**config.mk**
```make
export PLATFORM = sky130hd
export DESIGN_NAME = sorter_sequencer
export DESIGN_NICKNAME = d
export VERILOG_FILES = /design/src/rtl/sorter_pkg.sv /design/src/rtl/sorter_sequencer.sv
export SDC_FILE = /design/constraint.sdc
export NUM_CORES = 1
export LEC_CHECK = 0
export CAP_MARGIN = 5
export CORE_MARGIN = 8
export CORE_UTILIZATION = 29
export DETAILED_ROUTE_END_ITERATION = 12
export GPL_TIMING_DRIVEN = 0
export PLACE_DENSITY = 0.82
export SLEW_MARGIN = 20
export SYNTH_ARGS = -nofsm -noshare
export SYNTH_HDL_FRONTEND = slang
export SYNTH_SLANG_ARGS = --single-unit
```
**constraint.sdc**
```tcl
create_clock -name clk -period 3.3 [get_ports clk]
set_input_delay 0.33 -clock clk [delete_from_list [all_inputs] [get_ports clk]]
set_output_delay 0.33 -clock clk [all_outputs]
set_load 0.01 [all_outputs]
```
**src/rtl/sorter_pkg.sv**
```systemverilog
// rtl/sorter_pkg.sv - shared types for the sorter and its sequencer
// Purpose: index width, the default per-key payload and the sequencer
// state encoding, shared by the sorter and the sorter_sequencer.
package sorter_pkg;

  localparam int INDEX_WIDTH = 8;

  // Default payload travelling with each key through the sorter.
  typedef struct packed {
    logic [INDEX_WIDTH-1:0] src;
    logic [INDEX_WIDTH-1:0] idx;
  } id_pair_s;

  typedef enum logic [1:0] {
    CLEAR = 2'd0,
    LOAD  = 2'd1,
    DRAIN = 2'd2,
    READ  = 2'd3
  } seq_state_e;

endpackage

```
**src/rtl/sorter_sequencer.sv**
```systemverilog
// rtl/sorter_sequencer.sv - frame sequencer wrapping an external sorter
// Purpose: accepts one upstream frame, feeds it into a sorter, waits for the
// sorter to settle, then reads the sorted slots out in ascending order.
// Ports:
//   clk, rst_n                         clock, asynchronous active-low reset
//   s_valid/s_ready/s_last/s_data/s_meta   upstream frame beats
//   m_valid/m_ready/m_last/m_data/m_meta   sorted output beats
//   srt_rst, srt_in_*                  drive the sorter (reset and load)
//   srt_out_*                          sorter read port (address out, data in)
//   busy                               high whenever not accepting a frame
//   overflow                           frame had more than ELEMENTS beats
module sorter_sequencer
  import sorter_pkg::*;
#(
  parameter int  ELEMENTS      = 64,
  parameter int  BIT_WIDTH     = 32,
  parameter type METADATA_TYPE = id_pair_s
) (
  input  logic                        clk,
  input  logic                        rst_n,

  input  logic                        s_valid,
  output logic                        s_ready,
  input  logic                        s_last,
  input  logic [BIT_WIDTH-1:0]        s_data,
  input  METADATA_TYPE                s_meta,

  output logic                        m_valid,
  input  logic                        m_ready,
  output logic                        m_last,
  output logic [BIT_WIDTH-1:0]        m_data,
  output METADATA_TYPE                m_meta,

  output logic                        srt_rst,
  output logic                        srt_in_valid,
  output logic                        srt_in_last,
  output logic [BIT_WIDTH-1:0]        srt_in_data,
  output METADATA_TYPE                srt_in_metadata,

  input  logic                        srt_out_last,
  input  logic                        srt_out_valid,
  input  logic [BIT_WIDTH-1:0]        srt_out_data,
  input  METADATA_TYPE                srt_out_metadata,
  output logic [$clog2(ELEMENTS)-1:0] srt_out_address,

  output logic                        busy,
  output logic                        overflow
);

  localparam int AW = $clog2(ELEMENTS);
  localparam int CW = AW + 1;
  localparam logic [CW-1:0] FULL = CW'(ELEMENTS);

  seq_state_e      state;
  seq_state_e      next_state;
  logic [CW-1:0]   count;
  logic [CW-1:0]   rd_ptr;
  logic            accept;
  logic            out_fire;

  always_ff @(posedge clk or negedge rst_n) begin
    if (!rst_n) begin
      state <= CLEAR;
    end else begin
      state <= next_state;
    end
  end

  always_comb begin
    next_state      = state;
    s_ready         = 1'b0;
    m_valid         = 1'b0;
    m_last          = 1'b0;
    srt_out_address = rd_ptr[AW-1:0];
    m_data          = srt_out_data;
    m_meta          = srt_out_metadata;
    case (state)
      CLEAR: begin
        next_state = LOAD;
      end
      LOAD: begin
        s_ready = 1'b1;
        if (s_valid && s_last) begin
          next_state = DRAIN;
        end
      end
      DRAIN: begin
        if (srt_out_last) begin
          next_state = READ;
        end
      end
      READ: begin
        m_valid = 1'b1;
        m_last  = (rd_ptr == count - CW'(1));
        if (m_ready && m_last) begin
          next_state = CLEAR;
        end
      end
      default: begin
        next_state = CLEAR;
      end
    endcase
  end

  assign accept   = s_valid && s_ready;
  assign out_fire = m_valid && m_ready;

  // Upstream beats go straight into the sorter with no register stage.
  assign srt_in_valid    = accept;
  assign srt_in_last     = s_last;
  assign srt_in_data     = s_data;
  assign srt_in_metadata = s_meta;

  // The sorter resets synchronously, so hold it in reset for as long as
  // rst_n is low and for the one CLEAR cycle between frames.
  assign srt_rst = !rst_n || (state == CLEAR);
  assign busy    = (state != LOAD);

  always_ff @(posedge clk or negedge rst_n) begin
    if (!rst_n) begin
      count    <= '0;
      rd_ptr   <= '0;
      overflow <= 1'b0;
    end else begin
      case (state)
        CLEAR: begin
          count    <= '0;
          rd_ptr   <= '0;
          overflow <= 1'b0;
        end
        LOAD: begin
          // Beyond ELEMENTS the sorter keeps only the smallest keys, so the
          // count saturates and the frame is flagged instead.
          if (accept) begin
            if (count == FULL) begin
              overflow <= 1'b1;
            end else begin
              count <= count + CW'(1);
            end
          end
        end
        READ: begin
          if (out_fire) begin
            rd_ptr <= rd_ptr + CW'(1);
          end
        end
        default: begin
        end
      endcase
    end
  end

  // A slot below count must always hold a valid key; data is passed as-is.
  slot_valid_a : assert property (
    @(posedge clk) disable iff (!rst_n)
    (state == READ && rd_ptr < count) |-> srt_out_valid
  );

endmodule

```
==> results.sh <==
export IMPL_die_w_um=98.7
export IMPL_num_rows=30
export IMPL_grt_use_total_pct=12.0
export IMPL_synthCells=236
export IMPL_total_power_w=0.00137
export IMPL_slowest_stage="or4_4"
export IMPL_grt_busiest_layer="met2"
export IMPL_diodes=0
export IMPL_routed_wl_mm=6.11
export IMPL_antenna_left=0
export IMPL_whs_ns=0.473
export IMPL_fin_crit_sh_pct=86.3
export IMPL_finClkSkew_ns=0.00228
export IMPL_crit_path_max_fanout=9
export IMPL_numCtsBuffers=3
export IMPL_power_leakage_nw=1.55
export IMPL_nets=465
export IMPL_holdCritPathClass="input port to flop"
export IMPL_max_freq_ghz=0.351
export IMPL_layout_common_cells="clkdlybuf4s50_1, buf_4, nand2_1, dfrtp_1"
export IMPL_clock_latency_ns=0.25
export IMPL_cap_violations=0
export IMPL_power_density_nw_per_um2=418
export IMPL_grt_max_degree=19
export IMPL_finalMaxSlewViolations=0
export IMPL_met3_usage_pct=7.05
export IMPL_avgSynthCellArea_um2=8.41
export IMPL_finalSetupTns_ns=0
export IMPL_netlist_area_um2=1990
export IMPL_cp_num_buf_inv=2
export IMPL_gp_congestion=0.836
export IMPL_rsz0062_at_grt="no"
export IMPL_gr_usage_met1_pct=10.7
export IMPL_first_iter_violations=92
export IMPL_ir_drop_v=0.000235
export IMPL_clk_path_buf_depth=2
export IMPL_worstPathArrival_ns=2.52
export IMPL_grt_pass1_wl_mm=9.72
export IMPL_die_y_um=98.7
export IMPL_vias=1822
export IMPL_wl_per_cell_um=14.1
export IMPL_maxSlewHeadroom_pct=44.3
export IMPL_path_cells="buf_6, or3_4, or4_4, a2111oi_4, nor3b_4, and2_1, dlymetal6s2s_1"
export IMPL_synth_seq_cells=17
export IMPL_postSynth_asyncResetShare_pct=100
export IMPL_status="complete, no violations"
export IMPL_hold_viol_final=0
export IMPL_met2_usage_pct=22.2
export IMPL_cts_tree="done"
export IMPL_antenna_found_initial=0
export IMPL_io_buffer_count=114
export IMPL_clk_pin_slew_worst_paths_ns=0.07
export IMPL_final_common_cell="clkdlybuf4s50_1"
export IMPL_crit_required_ns=2.97
export IMPL_ys_flop_type="dfrtp_1"
export IMPL_cts_root_buf="clkbuf_8"
export IMPL_drc=0
export IMPL_path_delay_family="simple AND/OR/NAND/NOR gates"
export IMPL_synth_edff_count=0
export IMPL_cts_sinks=17
export IMPL_yosysWarningCount=0
export IMPL_die_area_um2=9750
export IMPL_endpoint_kind="output pin"
export IMPL_gr_total_overflow=0
export IMPL_start_util_pct=29.6
export IMPL_core_area_um2=6720
export IMPL_synth_distinct_cells=38
export IMPL_crit_type="flop to output pin"
export IMPL_syn_num_nets=347
export IMPL_holdBufCountCts=0
export IMPL_via_per_inst=4.21
export IMPL_worst_path_largest_cell_delay_ns=0.43
export IMPL_h_tree_depth=1
export IMPL_dp_hpwl_mm=5.44
export IMPL_ys_seq_area_share_pct=21.4
export IMPL_num_io_pins=213
export IMPL_grt_pass1_vias=2094
export IMPL_worst_slew_pin_slew_ns=0.833
export IMPL_setup_viol=0
export IMPL_drive_gt1_share_pct=33.1
export IMPL_areaGrowthSynthToFinish_pct=65.2
export IMPL_period_needed_ns=2.85
export IMPL_dr_pass1_iters=4
export IMPL_crit_path_start_kind="flop"
## through the flow
stage,setup WS (ns),instances,area (um2),util (%)
final,0.453,433,3280,48.8
after global routing,0.334,433,3280,48.8
after CTS,0.0375,435,3290,48.9
after detailed placement,0.220,430,3230,48.0
after global placement,0.236,430,3230,48.0
after floorplan,0.857,236,1990,-
## logic make-up after synthesis
group,synth area share [%]
and+or+nand+nor,14.4
DFF,21.4
adders and majority gates,5.04
AOI/OAI and AO/OA,8.63
muxes,2.52
buffers and inverters,41.8
xor gates and xnor gates,6.18
## layer usage
metal  routed length, um  part of all wire [%]
met1                2010                    33
met2                3230                    53
met3                 826                    14
met4                  46                  0.75
met5                   0                     0
## power by group
part	switching (W)	internal [W]	total [W]
combinational	0.000423	0.000488	0.000910
clock	0.0000714	0.0000856	0.000157
sequential	0.0000551	0.000248	0.000303
total	0.000549	0.000821	0.00137
## sequential cells by signal, summed over array words and instances (netlist names)
signal / cells
state: 2
count: 7
rd_ptr: 7
overflow: 1
## path summary, 6_finish.rpt
| check | from | to | slack [ns] | cells past startpoint |
|---|---|---|---|---|
| min in group asynchronous | rst_n | count[2]$_DFFE_PN0P_ | 0.56 | 1 |
| max in group asynchronous | rst_n | state[0]$_DFFE_PN0P_ | 2.23 | 1 |
| min | m_ready | rd_ptr[3]$_DFFE_PN0P_ | 0.47 | 3 |
| max | count[2]$_DFFE_PN0P_ | m_last | 0.45 | 7 |
| min reg2reg | overflow$_DFFE_PN0P_ | overflow$_DFFE_PN0P_ | 0.51 | 2 |
| max reg2reg | count[2]$_DFFE_PN0P_ | state[1]$_DFFE_PN0P_ | 0.94 | 6 |
## repair_timing
item | 4_1_cts | 5_1_grt
resized for setup | 1 | 1
gates cloned | 0 | 0
setup endpoints to repair | 1 | 1
buffers inserted | 1 | 0
## cell usage after synthesis, types with 2 or more instances
cell,instances,area [um2]
nor2_1,8,30.0
nor2b_1,3,18.8
and3_2,2,15.0
nand3_1,8,40.0
o31ai_1,2,15.0
clkbuf_1,5,18.8
inv_1,7,26.3
nand2b_1,3,18.8
o21ai_0,6,30.0
and3_1,4,25.0
a21oi_1,4,20.0
mux2i_1,5,50.1
buf_4,103,773
dfrtp_1,17,425
xnor2_1,8,70.1
ha_1,8,100
xor2_1,6,52.6
nand2_1,17,63.8
## layout make-up
| cell class | instances | area [um2] |
|---|---|---|
| Buffer | 107 | 796 |
| Clock buffer | 4 | 45.0 |
| Fill cell | 627 | 3440 |
| Inverter | 7 | 26.3 |
| Multi-Input combinational cell | 103 | 737 |
| Sequential cell | 17 | 425 |
| Tap cell | 80 | 100 |
| Timing Repair Buffer | 115 | 1150 |
## worst min-delay path: stages
cell	delay, ns
clkbuf_1	0.16
nand3_1	0.12
o21ai_0	0.07
(Power assumes the default switching activity.)
